==> src/rtl/ex_stage_pkg.sv <==
// rtl/ex_stage_pkg.sv - shared ALU op encodings, NZCV bit positions and default widths for the execute stage
package ex_stage_pkg;

   localparam int DATA_WIDTH_DEF     = 32;
   localparam int REG_ADDR_WIDTH_DEF = 4;
   localparam int CNT_WIDTH_DEF      = 16;

   typedef enum logic [1:0] {
      ALU_ADD = 2'b00,
      ALU_SUB = 2'b01,
      ALU_AND = 2'b10,
      ALU_ORR = 2'b11
   } alu_op_e;

   localparam int FLAG_N = 3;
   localparam int FLAG_Z = 2;
   localparam int FLAG_C = 1;
   localparam int FLAG_V = 0;

endpackage

==> src/rtl/ex_alu.sv <==
// rtl/ex_alu.sv - combinational ALU producing the result and NZCV flags
// Logical ops pass the previous C and V straight through.
module ex_alu
   import ex_stage_pkg::*;
#(
   parameter int DATA_WIDTH = DATA_WIDTH_DEF
) (
   input  logic [DATA_WIDTH-1:0] a_in,
   input  logic [DATA_WIDTH-1:0] b_in,
   input  alu_op_e               op_in,
   input  logic                  c_in,
   input  logic                  v_in,
   output logic [DATA_WIDTH-1:0] result_out,
   output logic [3:0]            nzcv_out
);

   logic                  is_sub;
   logic [DATA_WIDTH-1:0] b_eff;
   logic [DATA_WIDTH:0]   sum;
   logic                  c_next;
   logic                  v_next;

   always_comb begin
      is_sub = (op_in == ALU_SUB);
      b_eff  = is_sub ? ~b_in : b_in;
      // SUB is A + ~B + 1, so carry out means "no borrow"
      sum    = {1'b0, a_in} + {1'b0, b_eff} + {{DATA_WIDTH{1'b0}}, is_sub};

      result_out = '0;
      c_next     = c_in;
      v_next     = v_in;
      case (op_in)
         ALU_ADD, ALU_SUB: begin
            result_out = sum[DATA_WIDTH-1:0];
            c_next     = sum[DATA_WIDTH];
            v_next     = (a_in[DATA_WIDTH-1] == b_eff[DATA_WIDTH-1]) &&
                         (sum[DATA_WIDTH-1] != a_in[DATA_WIDTH-1]);
         end
         ALU_AND: result_out = a_in & b_in;
         ALU_ORR: result_out = a_in | b_in;
         default: result_out = '0;
      endcase

      nzcv_out         = '0;
      nzcv_out[FLAG_N] = result_out[DATA_WIDTH-1];
      nzcv_out[FLAG_Z] = (result_out == '0);
      nzcv_out[FLAG_C] = c_next;
      nzcv_out[FLAG_V] = v_next;
   end

endmodule

==> src/rtl/ex_stage.sv <==
// rtl/ex_stage.sv - execute stage: operand select, ALU, EX/MEM register, NZCV flags, stall counter
// Operand forwarding from the EX/MEM register is built only when EX_FWD_EN is defined.
module ex_stage
   import ex_stage_pkg::*;
#(
   parameter int DATA_WIDTH     = DATA_WIDTH_DEF,
   parameter int REG_ADDR_WIDTH = REG_ADDR_WIDTH_DEF,
   parameter int CNT_WIDTH      = CNT_WIDTH_DEF
) (
   input  logic                      clk,
   input  logic                      reset,
   input  logic                      valid_in,
   input  logic                      reg_write_enable_in,
   input  logic                      mem_write_enable_in,
   input  logic                      mem_to_reg_select_in,
   input  logic                      alu_src_select_in,
   input  logic [1:0]                alu_control_in,
   input  logic                      set_flags_in,
   input  logic [DATA_WIDTH-1:0]     rn_data_in,
   input  logic [DATA_WIDTH-1:0]     rm_data_in,
   input  logic [DATA_WIDTH-1:0]     imm_in,
   input  logic [REG_ADDR_WIDTH-1:0] rn_addr_in,
   input  logic [REG_ADDR_WIDTH-1:0] rm_addr_in,
   input  logic [REG_ADDR_WIDTH-1:0] rd_addr_in,
   input  logic                      stall_in,
   input  logic                      flush_in,
   output logic                      ready_out,
   output logic                      valid_out,
   output logic                      reg_write_enable_out,
   output logic                      mem_write_enable_out,
   output logic                      mem_to_reg_select_out,
   output logic [DATA_WIDTH-1:0]     alu_result_out,
   output logic [DATA_WIDTH-1:0]     store_data_out,
   output logic [REG_ADDR_WIDTH-1:0] rd_addr_out,
   output logic [3:0]                flags_out,
   output logic [CNT_WIDTH-1:0]      stall_count_out
);

   logic                      valid_q, valid_d;
   logic                      rwe_q, rwe_d;
   logic                      mwe_q, mwe_d;
   logic                      mtr_q, mtr_d;
   logic [DATA_WIDTH-1:0]     result_q, result_d;
   logic [DATA_WIDTH-1:0]     store_q, store_d;
   logic [REG_ADDR_WIDTH-1:0] rd_q, rd_d;
   logic [3:0]                flags_q, flags_d;
   logic [CNT_WIDTH-1:0]      cnt_q, cnt_d;

   logic [DATA_WIDTH-1:0]     op_a;
   logic [DATA_WIDTH-1:0]     rm_val;
   logic [DATA_WIDTH-1:0]     op_b;
   logic [DATA_WIDTH-1:0]     alu_result;
   logic [3:0]                alu_nzcv;

`ifdef EX_FWD_EN
   // R15 is never forwarded; its value is supplied by the register read
   localparam logic [REG_ADDR_WIDTH-1:0] NO_FWD_ADDR = REG_ADDR_WIDTH'(15);

   logic fwd_ok;
   logic fwd_a;
   logic fwd_b;

   always_comb begin
      fwd_ok = valid_q && rwe_q && !mtr_q;
      fwd_a  = fwd_ok && (rd_q == rn_addr_in) && (rn_addr_in != NO_FWD_ADDR);
      fwd_b  = fwd_ok && (rd_q == rm_addr_in) && (rm_addr_in != NO_FWD_ADDR);
      op_a   = fwd_a ? result_q : rn_data_in;
      rm_val = fwd_b ? result_q : rm_data_in;
   end
`else
   logic unused_addr;
   assign unused_addr = ^{rn_addr_in, rm_addr_in};

   always_comb begin
      op_a   = rn_data_in;
      rm_val = rm_data_in;
   end
`endif

   assign op_b = alu_src_select_in ? imm_in : rm_val;

   ex_alu #(
      .DATA_WIDTH (DATA_WIDTH)
   ) u_alu (
      .a_in       (op_a),
      .b_in       (op_b),
      .op_in      (alu_op_e'(alu_control_in)),
      .c_in       (flags_q[FLAG_C]),
      .v_in       (flags_q[FLAG_V]),
      .result_out (alu_result),
      .nzcv_out   (alu_nzcv)
   );

   always_comb begin
      valid_d  = valid_q;
      rwe_d    = rwe_q;
      mwe_d    = mwe_q;
      mtr_d    = mtr_q;
      result_d = result_q;
      store_d  = store_q;
      rd_d     = rd_q;
      flags_d  = flags_q;
      cnt_d    = cnt_q;

      if (flush_in) begin
         valid_d  = 1'b0;
         rwe_d    = 1'b0;
         mwe_d    = 1'b0;
         mtr_d    = 1'b0;
         result_d = '0;
         store_d  = '0;
         rd_d     = '0;
      end else if (stall_in) begin
         if (valid_in && (cnt_q != '1)) begin
            cnt_d = cnt_q + CNT_WIDTH'(1);
         end
      end else begin
         // Controls are gated by valid_in so a bubble can never write
         valid_d  = valid_in;
         rwe_d    = reg_write_enable_in && valid_in;
         mwe_d    = mem_write_enable_in && valid_in;
         mtr_d    = mem_to_reg_select_in && valid_in;
         result_d = alu_result;
         store_d  = rm_val;
         rd_d     = rd_addr_in;
         if (valid_in && set_flags_in) begin
            flags_d = alu_nzcv;
         end
      end
   end

   always_ff @(posedge clk) begin
      if (reset) begin
         valid_q  <= 1'b0;
         rwe_q    <= 1'b0;
         mwe_q    <= 1'b0;
         mtr_q    <= 1'b0;
         result_q <= '0;
         store_q  <= '0;
         rd_q     <= '0;
         flags_q  <= '0;
         cnt_q    <= '0;
      end else begin
         valid_q  <= valid_d;
         rwe_q    <= rwe_d;
         mwe_q    <= mwe_d;
         mtr_q    <= mtr_d;
         result_q <= result_d;
         store_q  <= store_d;
         rd_q     <= rd_d;
         flags_q  <= flags_d;
         cnt_q    <= cnt_d;
      end
   end

   assign ready_out             = !stall_in || flush_in;
   assign valid_out             = valid_q;
   assign reg_write_enable_out  = rwe_q;
   assign mem_write_enable_out  = mwe_q;
   assign mem_to_reg_select_out = mtr_q;
   assign alu_result_out        = result_q;
   assign store_data_out        = store_q;
   assign rd_addr_out           = rd_q;
   assign flags_out             = flags_q;
   assign stall_count_out       = cnt_q;

endmodule
==> config.mk <==
export PLATFORM = sky130hd
export DESIGN_NAME = ex_stage
export DESIGN_NICKNAME = d
export VERILOG_FILES = /design/src/rtl/ex_stage_pkg.sv /design/src/rtl/ex_alu.sv /design/src/rtl/ex_stage.sv
export SDC_FILE = /design/constraint.sdc
export NUM_CORES = 1
export LEC_CHECK = 0
export ABC_CLOCK_PERIOD_IN_PS = 7200
export BUFFER_PORTS_ARGS = -buffer_cell sky130_fd_sc_hd__buf_2
export CAP_MARGIN = 40
export CORE_UTILIZATION = 52
export DETAILED_ROUTE_END_ITERATION = 12
export GPL_TIMING_DRIVEN = 1
export PLACE_DENSITY_LB_ADDON = 0.25
export SLEW_MARGIN = 20
export SYNTH_ARGS = -nofsm -noshare
export SYNTH_HDL_FRONTEND = slang
export SYNTH_SLANG_ARGS = --single-unit
==> constraint.sdc <==
create_clock -name clk -period 7.2 [get_ports clk]
set_clock_uncertainty 0.05 [all_clocks]
set_input_delay 0.72 -clock clk [delete_from_list [all_inputs] [get_ports clk]]
set_output_delay 0.72 -clock clk [all_outputs]
set_load 0.01 [all_outputs]
After elaboration in Yosys (flattened, before gate mapping)
Cells that the tools add are included.
{"block": "totals", "register_bits": 92, "word_cells": 42}
{"block": "op_classes", "n_addsub": 3, "n_eq_ne": 6, "n_mux": 3, "bitwise": 5, "n_reduce_logical": 15}
{"operator": "32-bit case mux with 3 select lines", "n": 1}
{"operator": "32-bit 2-to-1 mux", "n": 2}
{"operator": "32-bit by 32-bit adder with 33-bit output", "n": 1}
{"operator": "33-bit by 1-bit adder with 33-bit output", "n": 1}
{"operator": "32-bit AND", "n": 1}
{"operator": "32-bit zero test", "n": 1}
{"operator": "32-bit NOT", "n": 1}
{"operator": "32-bit OR", "n": 1}
{"operator": "16-bit by 1-bit adder with 16-bit output (second input constant)", "n": 1}
{"operator": "16-bit inequality test (second input constant)", "n": 1}
{"operator": "1-bit logical AND", "n": 6}
{"operator": "3-bit AND reduction", "n": 2}
{"operator": "2-bit == test (second input constant)", "n": 2}
{"operator": "4-bit AND reduction", "n": 1}
{"operator": "2-bit OR reduction", "n": 2}
{"operator": "2-bit by 1-bit == test with 1-bit output (second input constant)", "n": 1}
{"operator": "2-bit zero test", "n": 1}
{"operator": "1-bit NOT", "n": 2}
{"operator": "1-bit == test", "n": 1}
{"operator": "1-bit zero test", "n": 1}
{"operator": "1-bit logical OR", "n": 1}
{"operator": "1-bit inequality test", "n": 1}

Depth between registers and ports, before layout
{"block": "logic_depth", "depth_word": 7, "depth_mapped": 20}

Modules after synthesis
From an unflattened synthesis, not the netlist that was laid out.
{"block": "hier_totals", "hier_cells": 841, "hier_area_um2": 7039.3}
{"mod": "ex_stage", "instances": 1, "cells_per_inst": 384, "area_per_inst_um2": 3887.5, "seq_area_each_um2": 1841.8}
{"mod": "ex_alu", "instances": 1, "cells_per_inst": 457, "area_per_inst_um2": 3151.8, "seq_area_each_um2": 0.0}

Least setup slack after synthesis
Ideal clock, no wire load.
{"block": "synth_path", "path_kind": "input-to-reg", "from": "input alu_control_in[1]", "to": "register flags_q[2], in the netlist flags_out[2]", "setup_ns": 0.084, "arrival_ns": 5.164, "required_ns": 7.066, "slack_ns": 1.902, "stages": 19, "n_path_buf": 5, "cell_sequence": "clkbuf_1 -> clkbuf_1 -> clkbuf_1 -> clkbuf_1 -> nor2_1 -> buf_1 -> xnor2_1 -> ha_1 -> nor2b_1 -> o311a_1 -> o211ai_1 -> a21oi_1 -> o31a_1 -> xnor2_1 -> mux2i_1 -> or4_1 -> nor4_1 -> nand4_1 -> o31ai_2"}
{"block": "synth_via", "elab_chain_cells": 6}
{"element": "start: declaration", "line_no": "ex_stage.sv:17", "source": "input logic [1:0] alu_control_in,"}
{"element": "2-bit by 1-bit == test with 1-bit output", "line_no": "ex_alu.sv:24, ex_alu.sv:32"}
{"element": "32-bit 2-to-1 mux", "line_no": "ex_alu.sv:25", "source": "b_eff = is_sub ? ~b_in : b_in;"}
{"element": "32-bit by 32-bit adder with 33-bit output", "line_no": "ex_alu.sv:27", "source": "sum = {1'b0, a_in} + {1'b0, b_eff} + {{DATA_WIDTH{1'b0}}, is_sub};"}
{"element": "33-bit by 1-bit adder with 33-bit output", "line_no": "ex_alu.sv:27"}
{"element": "32-bit case mux with 3 select lines (*)", "line_no": "ex_alu.sv:32", "source": "case (op_in)"}
{"element": "32-bit zero test (*)", "line_no": "ex_alu.sv:46", "source": "nzcv_out[FLAG_Z] = (result_out == '0);"}
{"element": "end signal: assignment", "line_no": "ex_stage.sv:151", "source": "flags_q <= flags_d;"}
{"element": "end: declaration", "line_no": "ex_stage.sv:46", "source": "logic [3:0] flags_q, flags_d;"}
Mark *: on every way between the ends. The rest lies on a longest branch, timed or not.
A chain may end at the register's enable or synchronous reset.

Worst setup path after layout
Ends and elaborated chain as after synthesis.

==> summary.json <==
{
  "antenna_found_initial": 0,
  "io_buffer_count": 204,
  "r2r_end": "stall_count_out[13]$_SDFFE_PP0P_",
  "timing.max_cap.violations": 0,
  "holdCritPathClass": "flop to flop",
  "firstDrtPassIters": 5,
  "grt_usage_pct": 28.3,
  "slew-limit-headroom_pct": 43.5,
  "vias_per_cell": 5.59,
  "worst_hold_path.endpoint": "alu_result_out[8]$_SDFFE_PP0N_",
  "floorplan.die.height_um": 115,
  "drc": 0,
  "endpoint_kind": "flop",
  "total_power_density_per_cell_area_nw_per_um2": 201,
  "post_cts_hold_buffer_count": 0,
  "synthCells": 817,
  "antenna-diode-count": 0,
  "cts-htree-levels": 3,
  "synth_fp_nets": 971,
  "drt-total-wl_um": 18600,
  "cts-resized-gates": 0,
  "routability_congestion_estimate": 0.938,
  "stdcell_count": 1162,
  "regToRegStartpoint": "stall_count_out[0]$_SDFFE_PP0P_",
  "place.detailed.instances": 1146,
  "dpl.hpwl_um": 14000,
  "num_io_pins": 213,
  "min-delay-start": "alu_result_out[8]$_SDFFE_PP0N_",
  "clock_tree.buffer_depth": 2,
  "final_min_period_over_clock_period_pct": 71.4,
  "cts-buffers-inserted": 9,
  "timing.hold.worst_path_depth": 2,
  "critPathMaxFanout": 43,
  "route.antenna.remaining_nets": 0,
  "syn-mean-instance-area_sq_um": 8.06,
  "synth_warnings": 0,
  "initial_utilization_pct": 54.2,
  "peakVddDrop_mv": 0.139,
  "setup_viol": 0,
  "sequential_to_total_area_share_from_yosys_stat_pct": 28.0,
  "tritoncts_num_sinks": 92,
  "worst_skew_pair.late_latency_ns": 0.35,
  "path_clk_slew_ns": 0.07,
  "synth-main-ff-cell": "sky130_fd_sc_hd__dfxtp_1",
  "setup_total_negative_slack_ns": 0,
  "crit_type": "input pin to flop",
  "setup.reg_to_reg.worst_slack_ns": 4.74,
  "worstMarginPinSlew_ns": 0.847,
  "synth-edff-count": 0,
  "worst-r2r-cell-count": 10,
  "drt_first_iter_violations": 403,
  "floorplan.core_area_sq_um": 12200,
  "worst_ep_arrival_time_ns": 5.37,
  "ctsRootBufferMaster": "sky130_fd_sc_hd__clkbuf_16",
  "fmax_mhz": 195,
  "grt-ovfl-total": 0,
  "final_net_count": 1143,
  "largest_net_degree_at_the_start_of_global_routing": 50,
  "status": "finished clean",
  "report.final.slew_viol_count": 0,
  "core_rows": 40,
  "first_global_vias": 5916,
  "netlist-cell-type-count": 70,
  "grt_pass1_wl_um": 29200,
  "num_vias": 6497,
  "number_of_setup_buffers_added_after_cts": 0,
  "grt_setup_unrepaired": "false",
  "dieArea_sq_um": 13100,
  "power.leakage_uw": 0.00375,
  "share_of_final_layout_standard_cells_stronger_than_drive_strength_1_pct": 25.2,
  "synthesis.area_sq_um": 6590,
  "layout_min_cycle_time_ns": 5.14,
  "critical_path_required_ns": 7.43,
  "tritoncts": "yes",
  "worstSetupStartpointType": "input pin",
  "asyncSetResetFlopFracSynth_pct": 0,
  "synth-seq-cells": 92,
  "finalHoldViolCount": 0,
  "syn2layout_area_growth_pct": 21.6,
  "avg_wl_per_cell_um": 16.0,
  "die-width_um": 115
}
[layer usage]
| layer | wire (um) | vias up | share of wire [%] | GRT usage, % |
|---|---|---|---|---|
| met5 | 0 | - | 0 | 0 |
| met4 | 362 | 0 | 1.9 | 8.31 |
| met3 | 1210 | 26 | 6.5 | 5.29 |
| met2 | 8400 | 238 | 45 | 46.3 |
| met1 | 8610 | 2979 | 46 | 37.9 |
| li1 | - | 3254 | - | - |
[final cells by class]
class	instances	area, sq um
clock buffers	9	225
clock inverters	7	91.3
fillers	1089	4150
inverters	18	67.6
multi-input cells	658	4490
flip-flops and latches	92	1840
well taps	168	210
repair buffers	210	1090
[worst max-delay path by stage]
stage	startpoint	to	slack [ns]
after detailed placement	alu_control_in[0]	flags_out[2]$_SDFFE_PP0P_	1.83
after floorplan	alu_control_in[1]	flags_out[2]$_SDFFE_PP0P_	1.90
after global placement	alu_control_in[1]	flags_out[2]$_SDFFE_PP0P_	1.86
after CTS	alu_control_in[0]	flags_out[2]$_SDFFE_PP0P_	2.20
after global routing	alu_control_in[0]	flags_out[2]$_SDFFE_PP0P_	1.74
final	alu_control_in[1]	flags_out[2]$_SDFFE_PP0P_	2.06
[cells in the final DEF (no fill, tap or decap), drive strengths merged, types with 4 or more instances in the layout]
| master | netlist | layout |
|---|---|---|
| buf | 15 | 210 |
| nor2 | 126 | 126 |
| dfxtp | 92 | 92 |
| mux2i | 79 | 79 |
| nand2 | 65 | 65 |
| a21oi | 64 | 64 |
| xnor2 | 39 | 39 |
| o21ai | 34 | 34 |
| ha | 33 | 33 |
| xor2 | 31 | 31 |
| inv | 17 | 21 |
| nand3 | 20 | 20 |
| nand4 | 17 | 17 |
| mux2 | 15 | 15 |
| maj3 | 11 | 11 |
| nor3 | 9 | 9 |
| clkbuf | 34 | 9 |
| a311oi | 8 | 8 |
| o211ai | 8 | 8 |
| o21a | 7 | 7 |
| nor2b | 7 | 7 |
| a21o | 7 | 7 |
| a211oi | 6 | 6 |
| nor4 | 5 | 5 |
| a2bb2oi | 4 | 4 |
| o31a | 4 | 4 |
| or3 | 4 | 4 |
| nand3b | 4 | 4 |
| o21bai | 4 | 4 |
[worst max-delay path, cell delays in order]
cell                       delay [ns]
sky130_fd_sc_hd__buf_2           0.37
sky130_fd_sc_hd__nor2_4          0.67
sky130_fd_sc_hd__buf_4           0.40
sky130_fd_sc_hd__xor2_1          0.11
sky130_fd_sc_hd__ha_1            0.41
sky130_fd_sc_hd__nand4_1         0.21
sky130_fd_sc_hd__nor3_1          0.31
sky130_fd_sc_hd__o211ai_1        0.19
sky130_fd_sc_hd__a311oi_1        0.59
sky130_fd_sc_hd__nor2_1          0.11
sky130_fd_sc_hd__xnor2_1         0.15
sky130_fd_sc_hd__mux2i_1         0.20
sky130_fd_sc_hd__nand4_1         0.13
sky130_fd_sc_hd__nor4_1          0.40
sky130_fd_sc_hd__nand4_1         0.19
sky130_fd_sc_hd__o31ai_2         0.18
[cell families after synthesis]
family	share of synthesized area, %
adder cells (fa/ha/maj)	8.24
buffers and inverters	4.06
AO/OA/AOI/OAI	17.0
XOR/XNOR	9.31
multiplexers	14.7
AND/OR/NAND/NOR	18.7
flip-flops	28.0
[synth_stat cells (6+ instances only)]
library cell	number	area (sq um)
sky130_fd_sc_hd__o21a_1	7	52.6
sky130_fd_sc_hd__inv_1	16	60.1
sky130_fd_sc_hd__xor2_1	31	272
sky130_fd_sc_hd__nand2_1	65	244
sky130_fd_sc_hd__o211ai_1	8	60.1
sky130_fd_sc_hd__nand3_1	20	100
sky130_fd_sc_hd__clkbuf_1	34	128
sky130_fd_sc_hd__xnor2_1	39	342
sky130_fd_sc_hd__ha_1	33	413
sky130_fd_sc_hd__o21ai_0	33	165
sky130_fd_sc_hd__a311oi_1	8	70.1
sky130_fd_sc_hd__dfxtp_1	92	1840
sky130_fd_sc_hd__a21oi_1	63	315
sky130_fd_sc_hd__a21o_1	7	52.6
sky130_fd_sc_hd__nor2b_1	7	43.8
sky130_fd_sc_hd__nor3_1	9	45.0
sky130_fd_sc_hd__nor2_1	126	473
sky130_fd_sc_hd__buf_1	11	41.3
sky130_fd_sc_hd__mux2i_1	79	791
sky130_fd_sc_hd__mux2_2	13	146
sky130_fd_sc_hd__nand4_1	17	106
sky130_fd_sc_hd__a211oi_1	6	45.0
sky130_fd_sc_hd__maj3_1	11	110
[state kept, by name, summed over array words and instances, names as in the netlist]
| name | count |
|---|---|
| alu_result_out | 32 |
| flags_out | 4 |
| mem_to_reg_select_out | 1 |
| mem_write_enable_out | 1 |
| rd_addr_out | 4 |
| reg_write_enable_out | 1 |
| stall_count_out | 16 |
| store_data_out | 32 |
| valid_out | 1 |
[power breakdown]
part / total, uW / internal (uW) / leakage [uW] / switching, uW
Combinational: 563 / 237 / 0.00285 / 325
Sequential: 536 / 527 / 0.000748 / 8.87
Clock: 508 / 279 / 0.000152 / 230
[metrics by stage]
step                      setup slack [ns]  power [uW]  hold slack (ns)  area (sq um)  utilization, %
after floorplan                       1.90         950            0.404          6590               -
after global placement                1.86        1090            0.401          7670            63.0
after detailed placement              1.83        1100            0.412          7690            63.3
after CTS                             2.20        1610            0.420          8010            65.9
after global routing                  1.74        1690            0.448          8010            65.9
final                                 2.06        1610            0.413          8010            65.9
No activity file was read; power rests on OpenSTA's default activity.
